[src/rtl/memory_stage_pkg.sv]
// Shared processor definitions: memory opcodes, memory-stage FSM encoding and
// the four-lane pipeline bank layout used between execute, memory and writeback.
package memory_stage_pkg;

  localparam int XLEN      = 32;
  localparam int NUM_LANES = 4;

  localparam logic [5:0] OP_LW = 6'b100011;
  localparam logic [5:0] OP_SW = 6'b101011;

  typedef enum logic {
    IDLE   = 1'b0,
    ACCESS = 1'b1
  } mem_state_t;

  // Lane order inside a pipeline bank, most significant lane first.
  localparam int LANE_IR = 3;
  localparam int LANE_PC = 2;
  localparam int LANE_Z  = 1;
  localparam int LANE_MD = 0;

  typedef logic [NUM_LANES-1:0][XLEN-1:0] stage_bank_t;

  function automatic logic is_mem_op(input logic [5:0] op);
    return (op == OP_LW) || (op == OP_SW);
  endfunction

endpackage

[src/rtl/stage_reg4.sv]
// Load-enabled bank of four 32-bit pipeline registers, cleared by reset.
module stage_reg4
  import memory_stage_pkg::*;
(
  input  logic        clk,
  input  logic        reset_n,
  input  logic        load,
  input  stage_bank_t d,
  output stage_bank_t q
);

  for (genvar lane = 0; lane < NUM_LANES; lane++) begin : g_lane
    always_ff @(posedge clk or negedge reset_n) begin
      if (!reset_n)  q[lane] <= '0;
      else if (load) q[lane] <= d[lane];
    end
  end

endmodule

[src/rtl/memory_stage.sv]
// Memory pipeline stage: passes non-memory instructions through in one cycle and
// runs LW/SW as a stalled request/ready transaction against data memory.
module memory_stage
  import memory_stage_pkg::*;
(
  input  logic            clk,
  input  logic            reset_n,
  input  logic [XLEN-1:0] ir3_output,
  input  logic [XLEN-1:0] pc3_output,
  input  logic [XLEN-1:0] z3_output,
  input  logic [XLEN-1:0] md3_output,
  input  logic            valid3,
  input  logic            flush,
  output logic            dmem_req,
  output logic            dmem_we,
  output logic [XLEN-1:0] dmem_addr,
  output logic [XLEN-1:0] dmem_wdata,
  input  logic            dmem_ready,
  input  logic [XLEN-1:0] dmem_rdata,
  output logic [XLEN-1:0] ir4_output,
  output logic [XLEN-1:0] pc4_output,
  output logic [XLEN-1:0] z4_output,
  output logic [XLEN-1:0] md4_output,
  output logic [XLEN-1:0] read_data,
  output logic            valid4,
  output logic            stall,
  output logic            misalign_err
);

  mem_state_t  state;
  stage_bank_t in_bank, cap_q, out_d, out_q;

  logic [5:0] opcode;
  logic       take, mem_op, aligned, pass, issue, misalign, complete, cap_lw;

  assign opcode   = ir3_output[31:26];
  assign mem_op   = is_mem_op(opcode);
  assign aligned  = (z3_output[1:0] == 2'b00);
  assign take     = (state == IDLE) && valid3 && !flush;
  assign pass     = take && !mem_op;
  assign issue    = take && mem_op && aligned;
  assign misalign = take && mem_op && !aligned;
  assign complete = (state == ACCESS) && dmem_ready;
  assign cap_lw   = (cap_q[LANE_IR][31:26] == OP_LW);

  // Stall covers the issue cycle combinationally; forced low while in reset.
  assign stall = reset_n && (issue || (state == ACCESS));

  assign in_bank[LANE_IR] = ir3_output;
  assign in_bank[LANE_PC] = pc3_output;
  assign in_bank[LANE_Z]  = z3_output;
  assign in_bank[LANE_MD] = md3_output;

  assign out_d = complete ? cap_q : in_bank;

  stage_reg4 u_cap (
    .clk     (clk),
    .reset_n (reset_n),
    .load    (issue),
    .d       (in_bank),
    .q       (cap_q)
  );

  stage_reg4 u_out (
    .clk     (clk),
    .reset_n (reset_n),
    .load    (pass || complete),
    .d       (out_d),
    .q       (out_q)
  );

  assign ir4_output = out_q[LANE_IR];
  assign pc4_output = out_q[LANE_PC];
  assign z4_output  = out_q[LANE_Z];
  assign md4_output = out_q[LANE_MD];

  always_ff @(posedge clk or negedge reset_n) begin
    if (!reset_n) begin
      state        <= IDLE;
      valid4       <= 1'b0;
      misalign_err <= 1'b0;
      dmem_req     <= 1'b0;
      dmem_we      <= 1'b0;
      dmem_addr    <= '0;
      dmem_wdata   <= '0;
      read_data    <= '0;
    end else begin
      misalign_err <= 1'b0;
      case (state)
        IDLE: begin
          valid4       <= pass;
          misalign_err <= misalign;
          if (issue) begin
            dmem_req   <= 1'b1;
            dmem_we    <= (opcode == OP_SW);
            dmem_addr  <= z3_output;
            dmem_wdata <= md3_output;
            state      <= ACCESS;
          end
        end
        ACCESS: begin
          // flush is deliberately not looked at here: a started access always completes.
          valid4 <= complete;
          if (complete) begin
            dmem_req <= 1'b0;
            dmem_we  <= 1'b0;
            if (cap_lw) read_data <= dmem_rdata;
            state <= IDLE;
          end
        end
        default: state <= IDLE;
      endcase
    end
  end

endmodule

[config.mk]
export PLATFORM = sky130hd
export DESIGN_NAME = memory_stage
export DESIGN_NICKNAME = d
export VERILOG_FILES = /design/src/rtl/memory_stage_pkg.sv /design/src/rtl/stage_reg4.sv /design/src/rtl/memory_stage.sv
export SDC_FILE = /design/constraint.sdc
export NUM_CORES = 1
export LEC_CHECK = 0
export BUFFER_PORTS_ARGS = -buffer_cell sky130_fd_sc_hd__buf_2
export CAP_MARGIN = 20
export CORE_ASPECT_RATIO = 0.5
export CORE_MARGIN = 10
export CORE_UTILIZATION = 40
export DETAILED_ROUTE_END_ITERATION = 7
export SETUP_SLACK_MARGIN = 0.5
export SLEW_MARGIN = 20
export SYNTH_ARGS = -nofsm -noshare
export SYNTH_HDL_FRONTEND = slang
export SYNTH_SLANG_ARGS = --single-unit
[constraint.sdc]
create_clock -name clk -period 2.12 [get_ports clk]
set_input_delay 0.424 -clock clk [delete_from_list [all_inputs] [get_ports clk]]
set_output_delay 0.424 -clock clk [all_outputs]
set_load 0.02 [all_outputs]
==> results.txt, run 1 <==
Max Clk Rate -> 488 MHz
Failing checks -> hold timing
Port-buffer cells -> 393
Drt wl/cell -> 25.2 um
Initial antenna violation count -> 3
Critical path buffers and inverters -> 1
Power, Total -> 18.0 mW
Lkg Pwr -> 11.2 nW
Clock tree buffer depth -> 3
Period Utilization, post-route -> 96.6%
I/O pins -> 394
RSZ-0062 raised after global routing -> true
Share of post-route cells with drive strength above 1 -> 49.1%
Syn_nets -> 1559
Syn_area_per_cell -> 12.0 um^2
Asr flop ratio synth -> 100%
Crit path time final -> 2.05 ns
Cell variety after synth -> 30
Hold Crit Class -> in -> async
Layout area overhead -> 35.4%
Worst Path Class, Setup -> reg -> out
First-pass GRT wire length -> 84900 um
Cell family with most CP delay -> flip-flops
Vias in the first global route -> 13584
Critical path required time -> 1.70 ns
Total clock buffers created by CTS -> 36
Pwr per Cell Area -> 798 mW/mm^2
Status -> finished, violations left
Rows -> 52
GPL Wtd Cong -> 0.776
Count of state elements after synthesis -> 357
Antenna Nets Post-Route -> 0
CTS root buf -> clkbuf_16
Clock skew -> 0.0188 ns
Max-cap viol count -> 0
Largest net degree at the start of global routing -> 162
TritonCTS clock tree -> yes
Grt ovf -> 0
Clk pin slew, worst setup/hold paths -> 0.07 ns
Final setup vio count -> 0
Total track usage -> 21.4%
Critical Path AT -> 1.62 ns
Routed vias/inst -> 5.78
Final hold vios -> 13
Post-synth top flop -> dfrtp_1
First drt pass iteration count -> 5
TritonCTS Sinks -> 357
Crit path largest cell delay -> 0.43 ns
Fin Hold WS -> -0.0799 ns
Post-synth EDFFs -> 0
Die Span X -> 309 um
Sequential area share after synthesis -> 53.6%
H-tree Lvls -> 2
DP Wirelength -> 33000 um
Max-slew headroom -> 29.9%
Post-Route WL -> 59100 um
Startpoint types -> flip-flop
Crit. End Element -> output pin
Yosys warns -> 0
Max VDD drop -> 0.000523 V
Slew Viols, Final -> 0
Final TNS setup -> 0 ns
Slowest CP cell -> dfrtp_2
Worst skew pair latency -> 0.53 ns
CP cell instances -> nor3b_4 -> nand4_4 -> a21boi_4 -> buf_6
Initial Util -> 40.9%
Die ar. -> 0.0507 mm^2
Remaining routing DRC violations -> 0
Via count -> 13559
Worst Max-Slew Pin Slew -> 1.05 ns
Post-synthesis cell area -> 0.0167 mm^2
Post-Synthesis Cells -> 1394
Layout net count -> 1944
CORE AREA -> 0.0408 mm^2
DRT iter0 DRCs -> 984
Die Height -> 164 um
Worst-path fanout max -> 2
[final timing paths]
kind,slack (ns),start,depth (start not counted),end
max in group asynchronous,1.30,reset_n,2,state
min in group clk,0.11,dmem_rdata[6],2,read_data[6]
hold / removal,-0.08,reset_n,2,u_out.q[3]
hold reg to reg,0.48,dmem_addr[1],1,dmem_addr[1]
setup / recovery,0.07,state,4,stall
setup reg to reg,0.12,state,8,u_out.q[66]
[routing by layer]
layer	share of wire [%]	global-route usage, %	up-vias
met5	0	0	-
met4	3.3	7.89	0
met3	4.4	3.82	108
met2	52	38.0	368
met1	41	25.9	7029
li1	-	-	6054
[cell type report]
type	instances	area [um^2]
antenna	3	7.51
clock buffer	50	1050
clock inverter	13	149
fill	3461	18200
inverter	2	7.51
multi-input combinational	884	7910
sequential	357	8930
tap	540	676
timing repair buffer	498	3820
[synth_stat cells, types with 15 or more instances]
cell / count / area [um^2]
mux2_2: 87 / 980
nor2_1: 129 / 484
dfrtp_1: 357 / 8930
nand3_1: 124 / 621
a31oi_1: 126 / 788
clkbuf_1: 104 / 390
o211ai_1: 124 / 931
mux2_4: 100 / 1500
buf_2: 28 / 140
mux2_1: 28 / 315
buf_6: 15 / 169
a2bb2oi_1: 124 / 1090
[cell usage in the layout (no fill, tap or decap), types with 3 or more instances in the layout]
cell | Yosys | routed
o211ai_1 | 124 | 124
mux2i_1 | 5 | 5
clkbuf_16 | 0 | 49
mux2_4 | 100 | 109
a2bb2oi_2 | 0 | 121
buf_16 | 0 | 24
clkbuf_8 | 0 | 8
nor2_1 | 129 | 129
buf_4 | 1 | 33
clkbuf_1 | 104 | 5
mux2_2 | 87 | 87
nand3_1 | 124 | 124
mux2_1 | 28 | 19
nand2b_1 | 6 | 6
a31oi_1 | 126 | 126
dfrtp_1 | 357 | 356
bufinv_16 | 0 | 3
nand2_1 | 6 | 4
buf_2 | 28 | 389
buf_6 | 15 | 13
buf_12 | 0 | 24
diode_2 | 0 | 3
and2_1 | 8 | 8
clkinv_2 | 0 | 7
a2bb2oi_1 | 124 | 3
[cell families (layout without fill, tap and decap cells)]
group           after synthesis  after routing  synth area share, %
simple gates                281            281                 7.77
buf+inv                     153            563                 4.35
compound gates              383            383                 17.2
mux                         220            220                 17.1
flops                       357            357                 53.6
other cells                   0              3                    0
[power by group]
part / internal, mW / switching [mW]
sequential: 7.39 / 0.500
combinational: 1.46 / 2.01
clock: 3.85 / 2.80
[state kept, by name (all words and copies together) (netlist names)]
| register | flops |
|---|---|
| read_data | 32 |
| dmem_wdata | 32 |
| dmem_addr | 32 |
| dmem_we | 1 |
| u_out.q | 128 |
| u_cap.q | 128 |
| state | 1 |
| dmem_req | 1 |
| misalign_err | 1 |
| valid4 | 1 |
[stage by stage]
step	hold slack (ns)	std cells	area, um^2	worst slack, ns	util [%]
global route	0.00135	2347	22600	0.00933	55.3
global placement	0.230	2226	19300	0.121	47.4
finish	-0.0799	2347	22600	0.0710	55.3
detailed placement	0.231	2226	19300	0.113	47.4
CTS	0.0510	2316	21300	0.0389	52.3
floorplan	0.128	1394	16900	0.262	-
[timing repair]
item                       in CTS  in global routing
setup buffers                  10                 16
setup endpoints to repair     333                354
cloned                         16                 12
hold endpoints to repair        4                  0
pin swaps                      41                154
gates resized for setup        49                131
hold buffers                    1                  0
No activity file was read; power rests on OpenSTA's default activity.
==> inputs of run 2 (changes only) <==
--- a/config.mk
+++ b/config.mk
@@ -11,6 +11,7 @@
 export CORE_MARGIN = 10
 export CORE_UTILIZATION = 40
 export DETAILED_ROUTE_END_ITERATION = 7
+export RECOVER_POWER = 100
 export SETUP_SLACK_MARGIN = 0.5
 export SLEW_MARGIN = 20
 export SYNTH_ARGS = -nofsm -noshare
==> run 2 against run 1 <==
The flow finishes with violations (slew limit). Clock skew is essentially flat. Wire length fell by 0.10%. Fmax shrank 0.68%. Worst setup slack got worse by 0.014 ns. Global-route usage did not move. Combinational power is 12% lower. Flip-flop and latch count unchanged. Critical path type is now reg -> reg. Sequential share of layout area rose by 3.3 points. Clock-buffer cell count did not move. Largest power group unchanged. Non-clock buffer count stayed put. Die area did not move.
==> results.txt, run 2 (synthesized netlist as in run 1, its figures left out) <==
Crit path from -> state
Period Utilization, post-route -> 97.3% (+0.66 points)
Port-buffer cells -> 393 (unchanged)
Worst Reg-to-Reg Cells -> 8 (unchanged)
Fill cells -> 3795 (+9.7%)
Sequential share of power -> 44.7% (+0.9 points)
Max-slew headroom -> -2.76% (-33 points)
Slowest CP cell -> dfrtp_2
Final hold vios -> 0 (-13)
Commonest non-fill, non-tap cell in the layout -> dfrtp_1
Lkg Pwr -> 9.73 nW (-13%)
Failing checks -> slew limit
Regs by FF count -> u_cap.q (128), u_out.q (128)
Vias in the first global route -> 13584 (unchanged)
Max VDD drop -> 0.000517 V (-1.2%)
Hold Crit Class -> in -> reg
Grt ovf -> 0 (unchanged)
Fin util -> 51.0% (-4.3 points)
Cell-internal power -> 12.3 mW (-2.8%)
Initial Util -> 40.9% (unchanged)
Switching share of power -> 29.7% (+0.24 points)
Routed vias/inst -> 5.74 (-0.70%)
Crit. End Element -> flip-flop
Max-cap viol count -> 0 (unchanged)
Largest net degree at the start of global routing -> 162 (unchanged)
First drt pass iteration count -> 5 (unchanged)
Fin cells -> 2347 (unchanged)
Setup WS pre-CTS -> 0.113 ns (unchanged)
Share of post-route cells with drive strength above 1 -> 26.7% (-22 points)
Slew Viols, Final -> 113 (+113)
Layout area overhead -> 24.9%
CTS root buf -> clkbuf_16
Setup crit end -> u_out.q[77]
Worst Path Class, Setup -> reg -> reg
Die ar. -> 0.0507 mm^2 (unchanged)
Clock Power Share -> 37.8% (+0.9 points)
Post-Route WL -> 59100 um (-0.10%)
Total track usage -> 21.4% (unchanged)
Crit path largest cell delay -> 0.43 ns (about the same)
Most frequent cells in the layout -> dfrtp_1, clkbuf_1, buf_2
Clock tree buffer depth -> 3 (unchanged)
Clk pin slew, worst setup/hold paths -> 0.07 ns (about the same)
Worst-path fanout max -> 8 (+6)
Worst skew pair latency -> 0.53 ns (about the same)
Layout net count -> 1944 (unchanged)
Crit path time final -> 2.06 ns (+0.0139 ns)
Max Clk Rate -> 485 MHz (-0.68%)
Critical path required time -> 2.50 ns (+0.80 ns)
Total clock buffers created by CTS -> 36 (unchanged)
Final TNS setup -> 0 ns (unchanged)
DRT iter0 DRCs -> 977 (-0.71%)
Reg2Reg Setup Slack -> 0.06 ns (-0.06 ns)
Final setup vio count -> 0 (unchanged)
Dpl cells -> 2226 (unchanged)
CORE AREA -> 0.0408 mm^2 (unchanged)
R2R Path End -> u_out.q[77]
TritonCTS Sinks -> 357 (unchanged)
H-tree Lvls -> 2 (unchanged)
RSZ-0062 raised after global routing -> true
Die Span X -> 309 um (unchanged)
CP cell instances -> clkbuf_4 -> buf_6 -> or3b_4 -> clkbuf_1 -> buf_12 -> buf_4 -> a2bb2oi_1 -> a31oi_1
First-pass GRT wire length -> 84900 um (unchanged)
Initial antenna violation count -> 4 (+1)
Sw Pwr -> 5.22 mW (-1.7%)
Status -> finished, violations left
Antenna Nets Post-Route -> 0 (unchanged)
Worst Max-Slew Pin Slew -> 1.54 ns (+0.490 ns)
Worst setup margin -> 0.0571 ns (-0.0139 ns)
Power, Total -> 17.6 mW (-2.5%)
Startpoint types -> flip-flop
Drt wl/cell -> 25.2 um (-0.10%)
Critical Path AT -> 2.44 ns (+0.82 ns)
DP Wirelength -> 33000 um (unchanged)
Worst r2r src -> state
TritonCTS clock tree -> yes
Via count -> 13464 (-0.70%)
GPL Wtd Cong -> 0.776 (unchanged)
Combinational Power Share -> 17.4% (-1.9 points)
Die Height -> 164 um (unchanged)
Pwr per Cell Area -> 844 mW/mm^2 (+5.7%)
I/O pins -> 394 (unchanged)
Rows -> 52 (unchanged)
Remaining routing DRC violations -> 0 (unchanged)
Clock skew -> 0.0191 ns (+0.000295 ns)
run 2: power groups by stage:
stage,combinational [mW],sequential [mW],clock (mW)
after floorplan,1.11,8.45,0
after global placement,2.95,7.90,0
after detailed placement,2.99,7.91,0
after CTS,3.24,7.81,6.76
after global routing,3.27,7.94,7.09
final,3.06,7.85,6.65
run 2: worst min path at each step:
stage | end | startpoint | depth (start not counted) | slack (ns)
floorplan | dmem_addr[0] | reset_n | 0 | 0.13
global placement | dmem_wdata[4] | reset_n | 1 | 0.23
detailed placement | dmem_wdata[4] | reset_n | 1 | 0.23
CTS | u_out.q[3] | reset_n | 2 | 0.05
global route | read_data[6] | dmem_rdata[6] | 2 | 0.10
finish | read_data[6] | dmem_rdata[6] | 2 | 0.11
run 2: routing by layer:
metal  GRT usage (%)  vias to the layer above  wire (um)
li1                -                     6038          -
met1            25.9                     6904      23300
met2            38.0                      398      30200
met3            3.82                      124       3200
met4            7.89                        0       2350
met5               0                        -          0
run 2: what timing repair did:
action                                  in CTS  in global routing
hold buffers                                 1                  0
endpoints found under the hold margin        4                  0
cloned                                      16                 12
setup buffers                               10                 16
pin swaps                                   41                154
resized for setup                           49                131
endpoints found under the setup margin     333                354
run 2: stage by stage:
step                      hold WS [ns]  instance area [um^2]
after global placement           0.230                 19300
after global routing             0.105                 20800
final                            0.112                 20800
after CTS                       0.0510                 21300
after detailed placement         0.231                 19300
after floorplan                  0.128                 16900
run 2: area by class of cell:
class                      instances  area [um^2]  share of cell area [%]
tap                              540          676                    3.25
clock inverter                    13          149                   0.715
inverter                           2         7.51                  0.0361
antenna                            3         7.51                  0.0361
multi-input combinational        884         7100                    34.1
sequential                       357         8930                    42.9
clock buffer                      50         1050                    5.07
timing repair buffer             498         2880                    13.9
run 2: critical path: cells and delay by family (launching register included):
kind | cells | cell delay, ns
AO/OA/AOI/OAI | 2 | 0.26
buffers and inverters | 5 | 0.78
AND/OR/NAND/NOR | 1 | 0.43
flip-flops | 1 | 0.43
==> inputs of run 3 (changes only) <==
==> constraint.sdc (replaced) <==
create_clock -name clk -period 2.12 [get_ports clk]
set_input_delay 0.318 -clock clk [delete_from_list [all_inputs] [get_ports clk]]
set_output_delay 0.318 -clock clk [all_outputs]
set_load 0.02 [all_outputs]
==> run 3 against run 2 <==
The run ends with capacitance limit, slew limit, setup timing left. Critical path depth is 3 lower. Combinational power is 10% higher. Cell area grew 12%. Clock-buffer cell count shrank 1. Non-clock buffer count increased by 58. Sequential share of layout area shrank 4.5 points. Cell count up 2.9%. Sequential power up 0.6%. Utilization increased by 5.9 points. Largest cell class unchanged.
==> results.txt, run 3 (synthesized netlist as in run 1, its figures left out) <==
Status -> finished, violations left
Failing checks -> capacitance limit, slew limit, setup timing
Clock Power Share -> 38.5% (+0.7 points)
Initial Util -> 40.9% (unchanged)
CTS root buf -> clkbuf_16
Worst-path fanout max -> 2 (-6)
Crit path time final -> 2.13 ns (+0.0644 ns)
Clock tree buffer depth -> 3 (unchanged)
Reg2Reg Setup Slack -> 0.09 ns (+0.03 ns)
DP Wirelength -> 32500 um (-1.5%)
Max-slew headroom -> -1.37% (+1.4 points)
Total clock buffers created by CTS -> 37 (+2.8%)
Fin cells -> 2414 (+2.9%)
Critical Path AT -> 1.81 ns (-0.63 ns)
Worst skew pair latency -> 0.54 ns (about the same)
RSZ-0062 raised after global routing -> true
Critical path buffers and inverters -> 2 (-3)
Max Clk Rate -> 470 MHz (-3.0%)
Die Height -> 164 um (unchanged)
Power, Total -> 18.3 mW (+4.2%)
Clk pin slew, worst setup/hold paths -> 0.07 ns (about the same)
Crit path from -> state
Layout area overhead -> 39.4%
Lkg Pwr -> 10.8 nW (+11%)
Final hold vios -> 0 (unchanged)
Cell-internal power -> 12.8 mW (+4.0%)
Crit path largest cell delay -> 0.42 ns (about the same)
Grt ovf -> 0 (unchanged)
Max-cap viol count -> 1 (+1)
Remaining routing DRC violations -> 0 (unchanged)
Via count -> 14070 (+4.5%)
Critical path required time -> 1.80 ns (-0.70 ns)
Worst setup margin -> -0.00730 ns (-0.0644 ns)
DRT iter0 DRCs -> 1194 (+22%)
Vias in the first global route -> 13905 (+2.4%)
Hold Crit Class -> in -> reg
Worst Path Class, Setup -> reg -> out
Share of post-route cells with drive strength above 1 -> 35.5% (+8.8 points)
TritonCTS Sinks -> 357 (unchanged)
Period Utilization, post-route -> 100% (+3.0 points)
Crit. End Element -> output pin
Max VDD drop -> 0.000538 V (+4.0%)
Post-Route WL -> 62100 um (+5.2%)
Startpoint types -> flip-flop
Total track usage -> 22.3% (+0.91 points)
Slowest CP cell -> dfrtp_1
Die ar. -> 0.0507 mm^2 (unchanged)
Most frequent cells in the layout -> dfrtp_1, clkbuf_1, buf_2
Hold Path Origin -> ir3_output[18]
Layout net count -> 2004 (+3.1%)
H-tree Lvls -> 2 (unchanged)
Dpl cells -> 2212 (-0.63%)
Pwr per Cell Area -> 788 mW/mm^2 (-6.7%)
Initial antenna violation count -> 7 (+3)
Fill cells -> 3492 (-8.0%)
TritonCTS clock tree -> yes
Worst Max-Slew Pin Slew -> 1.52 ns (-0.0208 ns)
Combinational Power Share -> 18.4% (+1.0 points)
First drt pass iteration count -> 5 (unchanged)
Largest net degree at the start of global routing -> 115 (-29%)
Commonest non-fill, non-tap cell in the layout -> dfrtp_1
Switching share of power -> 29.9% (+0.14 points)
Port-buffer cells -> 393 (unchanged)
CP cell instances -> nor3b_4 -> nand4_4 -> clkbuf_16 -> a21boi_4 -> buf_6
Drt wl/cell -> 25.7 um (+2.3%)
Regs by FF count -> u_cap.q (128), u_out.q (128)
Slew Viols, Final -> 158 (+40%)
First-pass GRT wire length -> 88400 um (+4.2%)
Clock skew -> 0.0219 ns (+0.00284 ns)
GPL Wtd Cong -> 0.750 (-3.4%)
Worst r2r src -> state
I/O pins -> 394 (unchanged)
Sw Pwr -> 5.47 mW (+4.7%)
Rows -> 52 (unchanged)
Final setup vio count -> 1 (+1)
Die Span X -> 309 um (unchanged)
Antenna Nets Post-Route -> 0 (unchanged)
Routed vias/inst -> 5.83 (+1.6%)
CORE AREA -> 0.0408 mm^2 (unchanged)
Sequential share of power -> 43.1% (-1.6 points)
Cell family with most CP delay -> flip-flops
## run 3: cell types whose count changed in the layout (fill, tap and decap cells not counted), sizes merged
cell         previous run  this run
dlygate4sd3             1        46
buf                   231       260
clkbuf                316       299
diode                   3         7
clkinv                  8        10
inv                     2         4
bufinv                  3         4
nand2                   6         7
## run 3: through the flow
stage          hold slack, ns  worst slack (ns)  instance area (um^2)  setup TNS (ns)  utilization [%]
4_1_cts              0.000182           -0.0451                 22500         -0.0451             55.3
5_1_grt               0.00579           -0.0790                 23200          -0.166             57.0
2_1_floorplan          0.0224             0.368                 16900               0                -
6_report               0.0163          -0.00730                 23200        -0.00730             57.0
3_5_place_dp            0.170             0.162                 19200               0             47.1
3_3_place_gp            0.170             0.187                 19200               0             47.1
## run 3: cell type report
cell class / count / area [um^2] / share of cell area (%)
Tap cell: 540 / 676 / 2.91
Inverter: 2 / 7.51 / 0.0323
Antenna cell: 7 / 17.5 / 0.0754
Clock buffer: 49 / 1070 / 4.62
Clock inverter: 18 / 210 / 0.905
Multi-Input combinational cell: 885 / 7850 / 33.8
Timing Repair Buffer: 556 / 4470 / 19.2
Sequential cell: 357 / 8930 / 38.4
## run 3: worst paths after layout
kind,endpoint,cells past startpoint
min reg2reg,dmem_addr[1],1
min in group asynchronous,u_out.q[126],3
min,u_cap.q[114],2
max,stall,5
max in group asynchronous,read_data[23],4
max reg2reg,read_data[18],8
## run 3: repair_timing
action	CTS	global route
hold endpoints to repair	173	15
endpoints found under the setup margin	336	358
pin swaps	126	88
setup buffers	20	8
hold buffers	45	2
gates resized for setup	117	72
gates cloned	30	23
## run 3: power by group through the flow
stage	combinational (mW)	clock, mW	sequential, mW
detailed placement	2.97	0	7.91
finish	3.37	7.04	7.90
global placement	2.95	0	7.90
global route	3.58	7.45	7.98
floorplan	1.11	0	8.45
CTS	3.42	7.15	7.84
## run 3: per-layer routing
metal / track usage [%] / share of wire (%) / vias to the layer above
li1: - / - / 6202
met1: 27.8 / 41 / 7317
met2: 39.0 / 51 / 440
met3: 3.83 / 5.3 / 111
met4: 7.73 / 2.9 / 0
met5: 0 / 0 / -
